`src/rtl/display_pkg.sv`:
```
// Shared display-path types and constants (converter and 7-segment driver).
package display_pkg;

   typedef enum logic {
      IDLE = 1'b0,
      CONV = 1'b1
   } conv_state_t;

   localparam int BCD_DIGITS        = 4;
   localparam int BCD_WIDTH         = 4 * BCD_DIGITS;
   localparam int MAX_DISPLAY_VALUE = 9999;

endpackage

```
`src/rtl/bcd_digit_adj.sv`:
```
// One double-dabble digit correction: add 3 when the digit is 5 or more.
// Purely combinational; no state, no flow control.
module bcd_digit_adj (
   input  logic [3:0] din,
   output logic [3:0] dout
);

   always_comb begin
      dout = din;
      if (din >= 4'd5) begin
         dout = din + 4'd3;
      end
   end

endmodule

```
`src/rtl/bin_to_bcd_seq.sv`:
```
// Serial binary-to-BCD converter, one bit per clock; DONE pulses IN_WIDTH cycles after START.
// START is ignored while BUSY; outputs hold the last committed result between commits.
module bin_to_bcd_seq
   import display_pkg::*;
#(
   parameter int IN_WIDTH  = 14,
   parameter int MAX_VALUE = MAX_DISPLAY_VALUE
) (
   input  logic                CLK,
   input  logic                RST,
   input  logic                START,
   input  logic [IN_WIDTH-1:0] BIN,
   output logic                BUSY,
   output logic                DONE,
   output logic                OVERFLOW,
   output logic [3:0]          D0,
   output logic [3:0]          D1,
   output logic [3:0]          D2,
   output logic [3:0]          D3
);

   localparam int CNT_W = 5;
   localparam logic [CNT_W-1:0] LAST_ITER = CNT_W'(IN_WIDTH - 1);

   conv_state_t          state_q, state_d;
   logic [IN_WIDTH-1:0]  shift_q, shift_d;
   logic [BCD_WIDTH-1:0] acc_q, acc_d;
   logic [CNT_W-1:0]     cnt_q, cnt_d;
   logic                 ovf_pend_q, ovf_pend_d;
   logic                 done_q, done_d;
   logic                 ovf_q, ovf_d;
   logic [BCD_WIDTH-1:0] digits_q, digits_d;

   logic [BCD_WIDTH-1:0] acc_adj;
   logic [BCD_WIDTH-1:0] acc_iter;
   logic [IN_WIDTH-1:0]  shift_iter;
   logic                 in_over;

   for (genvar g = 0; g < BCD_DIGITS; g++) begin : g_adj
      bcd_digit_adj u_adj (
         .din  (acc_q[4*g +: 4]),
         .dout (acc_adj[4*g +: 4])
      );
   end

   // Carry out of the top digit is dropped; only saturating inputs can produce it.
   assign acc_iter   = BCD_WIDTH'({acc_adj, shift_q[IN_WIDTH-1]});
   assign shift_iter = {shift_q[IN_WIDTH-2:0], 1'b0};
   assign in_over    = (32'(BIN) > $unsigned(MAX_VALUE));

   always_comb begin
      state_d    = state_q;
      shift_d    = shift_q;
      acc_d      = acc_q;
      cnt_d      = cnt_q;
      ovf_pend_d = ovf_pend_q;
      done_d     = 1'b0;
      ovf_d      = ovf_q;
      digits_d   = digits_q;

      case (state_q)
         IDLE: begin
            if (START) begin
               shift_d    = BIN;
               acc_d      = '0;
               ovf_pend_d = in_over;
               cnt_d      = '0;
               state_d    = CONV;
            end
         end
         CONV: begin
            acc_d   = acc_iter;
            shift_d = shift_iter;
            cnt_d   = cnt_q + 1'b1;
            if (cnt_q == LAST_ITER) begin
               state_d = IDLE;
               done_d  = 1'b1;
               if (ovf_pend_q) begin
                  digits_d = {BCD_DIGITS{4'd9}};
                  ovf_d    = 1'b1;
               end else begin
                  digits_d = acc_iter;
                  ovf_d    = 1'b0;
               end
            end
         end
         default: state_d = IDLE;
      endcase
   end

   always_ff @(posedge CLK) begin
      if (RST) begin
         state_q    <= IDLE;
         shift_q    <= '0;
         acc_q      <= '0;
         cnt_q      <= '0;
         ovf_pend_q <= 1'b0;
         done_q     <= 1'b0;
         ovf_q      <= 1'b0;
         digits_q   <= '0;
      end else begin
         state_q    <= state_d;
         shift_q    <= shift_d;
         acc_q      <= acc_d;
         cnt_q      <= cnt_d;
         ovf_pend_q <= ovf_pend_d;
         done_q     <= done_d;
         ovf_q      <= ovf_d;
         digits_q   <= digits_d;
      end
   end

   assign BUSY     = (state_q == CONV);
   assign DONE     = done_q;
   assign OVERFLOW = ovf_q;
   assign D0       = digits_q[3:0];
   assign D1       = digits_q[7:4];
   assign D2       = digits_q[11:8];
   assign D3       = digits_q[15:12];

endmodule

```
`config.mk`:
```
export PLATFORM = sky130hd
export DESIGN_NAME = bin_to_bcd_seq
export DESIGN_NICKNAME = d
export VERILOG_FILES = /design/src/rtl/display_pkg.sv /design/src/rtl/bcd_digit_adj.sv /design/src/rtl/bin_to_bcd_seq.sv
export SDC_FILE = /design/constraint.sdc
export NUM_CORES = 1
export LEC_CHECK = 0
export ABC_AREA = 1
export BUFFER_PORTS_ARGS = -buffer_cell sky130_fd_sc_hd__buf_2
export CAP_MARGIN = 10
export CORE_AREA = 5 5 92 94
export CTS_BUF_LIST = sky130_fd_sc_hd__clkbuf_8
export DETAILED_ROUTE_END_ITERATION = 16
export DIE_AREA = 0 0 97 99
export PLACE_DENSITY = 0.63
export SETUP_SLACK_MARGIN = 0.02
export SLEW_MARGIN = 0
export SYNTH_ARGS = -nofsm -noshare
export SYNTH_HDL_FRONTEND = slang
export SYNTH_HIERARCHICAL = 1
export SYNTH_SLANG_ARGS = --single-unit
```
`constraint.sdc`:
```
create_clock -name CLK -period 1.5 [get_ports CLK]
set_input_delay 0 -clock CLK [delete_from_list [all_inputs] [get_ports CLK]]
set_output_delay 0 -clock CLK [all_outputs]
set_load 0.02 [all_outputs]
```
==> flow_summary_export.csv <==
group,metric,value,unit
status,status,"completed",
worst_setup_path,crit_buf_inv,1,
cts,cts_buffers,5,
floorplan,core_area,0.00757,mm²
routing,drt_wl_total,6650,µm
placed_design,port_buffers,35,
logic_synthesis,syn_avg_cell_area,7.12,µm²
global_routing,antenna_found_initial,0,
worst_setup_path,crit_path_start_kind,"flip-flop",
routing,drc,0,
floorplan,fp.dieW,97,µm
logic_synthesis,syn_nets,437,
floorplan,die_h,99,µm
cts,clk_latency,310,ps
logic_synthesis,ys.warnings.count,6,
floorplan,ios,36,
cells_and_area,antenna_cells,0,
power,vdd_drop_max,0.413,mV
cts,tritoncts,"done",
sta,maxSlewViolCount,0,
job,drv_cap,0,
sta,fmax,695,MHz
worst_setup_path,crit_path_max_fanout,5,
sta,hold_viol,0,
worst_setup_path,end_kind,"flip-flop",
routing,dr_total_vias,2647,
sta,fin_skew,16.7,ps
placed_design,gp_congestion,0.851,
sta,finalSetupViolCount,0,
cells_and_area,nNetsFinal,490,
sta,finalCritPeriodShare,0.959,
sta,finalWorstSetupSlack,61.0,ps
cts,cts.sinks,55,
cts,clkTransAtPathRegs,110,ps
cells_and_area,drive_above_1_share,0.274,
sta,max_slew.worst_pin.slew,480,ps
routing,drtPass1Iterations,4,
cells_and_area,layout_commonest_cell,"nand2_1",
worst_setup_path,crit_required,1700,ps
cts,cts_max_path_buffers,2,
sta,maxSlewHeadroom,0.679,
cts,htree_num_levels,2,
hold_path,hp-class,"in2reg",
global_routing,globalRouteOverflowTotal,0,
worst_setup_path,cp_slowest_cell,"dfxtp_2",
floorplan,num_rows,32,
logic_synthesis,syn-instance-count,410,
cells_and_area,final_cell_mix,"145 x nand2_1, 48 x dfxtp_1, 35 x buf_2",
routing,viasPerCell,4.68,
worst_setup_path,path_cells,"inv_1 > ha_1 > nor2_4 > nor2_1 > or2_2 > nand3_1 > nand2_1",
sta,setup_tns,0,ps
global_routing,grt_pass1_wl,11200,µm
routing,ant_nets,0,
placed_design,pre_cts_slack,22.4,ps
routing,wire_per_inst,11.7,µm
power,power_leakage,1.63,nW
cells_and_area,fillers,729,
logic_synthesis,syn_area,0.00292,mm²
routing,initialDrtViolationCount,138,
floorplan,initial_core_util,0.386,
global_routing,grt_pass1_vias,2498,
power,powerDensity,827,mW/mm²
worst_setup_path,max_stage_delay,380,ps
global_routing,grt_usage,0.139,
placed_design,hpwl,4490,µm
worst_setup_path,reg2reg_slack,60,ps
cts,root_buffer,"clkbuf_8",
sta,period_needed,1440,ps
worst_setup_path,cp.arrival,1640,ps
sta,rsz0062_at_grt,"true",
global_routing,grt_max_degree,28,
worst_setup_path,criticalPathCategory,"reg2reg",
cells_and_area,area_delta_synth_final,22.7,%
floorplan,die-area,0.00960,mm²
worst_setup_path,cpLargestDelayFamily,"simple AND/OR/NAND/NOR gates",
## state kept, by name, indices dropped and copies added (netlist names)
register,flops
BUSY,1
shift_q,14
ovf_pend_q,1
acc_q,16
digits_q,16
DONE,1
OVERFLOW,1
cnt_q,5
## metal layers
| layer | routed length [µm] | track usage | vias to the layer above |
|---|---|---|---|
| li1 | - | - | 1387 |
| met1 | 3140 | 0.177 | 1217 |
| met2 | 3280 | 0.237 | 34 |
| met3 | 118 | 0.0234 | 9 |
| met4 | 108 | 0.0508 | 0 |
| met5 | 0 | 0 | - |
## where the power goes
| part | internal, mW | leakage, nW | switching, mW | total (mW) |
|---|---|---|---|---|
| Clock | 0.666 | 0.0644 | 0.499 | 1.16 |
| Combinational | 0.116 | 1.12 | 0.169 | 0.285 |
| Sequential | 1.49 | 0.449 | 0.0201 | 1.51 |
| Total | 2.27 | 1.63 | 0.688 | 2.96 |
## stage by stage
step | cells | area, µm² | power [mW] | hold slack, ps | util
4_1_cts | 564 | 3500 | 2.99 | 1.75 | 0.463
5_1_grt | 566 | 3580 | 3.08 | 53.9 | 0.473
3_5_place_dp | 543 | 3240 | 1.80 | 271 | 0.428
2_1_floorplan | 410 | 2920 | 1.71 | 143 | -
3_3_place_gp | 543 | 3240 | 1.79 | 265 | 0.428
6_report | 566 | 3580 | 2.96 | 6.03 | 0.473
## worst register-to-register path, delay by kind of cell (launching register included)
| kind | cells | cell delay (ps) |
|---|---|---|
| DFF | 1 | 380 |
| adders and majority gates | 1 | 240 |
| buffers and inverters | 1 | 80 |
| and+or+nand+nor | 5 | 650 |
## final timing paths
kind,to,depth (start not counted),startpoint
worst max-delay path,digits_q[11],7,acc_q[8]
worst min register to register,digits_q[4],2,digits_q[4]
worst max register to register,digits_q[11],7,acc_q[8]
worst min-delay path,shift_q[13],5,BIN[13]
## area by class of cell
type	count	area, µm²	area share
clock buffer	5	68.8	0.0192
clock inverter	3	67.6	0.0189
inverter	37	139	0.0388
multi-input combinational	301	1610	0.450
sequential	55	1110	0.310
tap	102	128	0.0357
timing repair buffer	63	455	0.127
## what timing repair did
item | CTS | global route
hold buffers | 13 | 0
pin swaps | 0 | 9
setup buffers | 0 | 2
gates resized for setup | 1 | 20
endpoints found under the setup margin | 2 | 15
hold endpoints to repair | 14 | 0
Note: power is estimated with default switching activity, not from simulation.
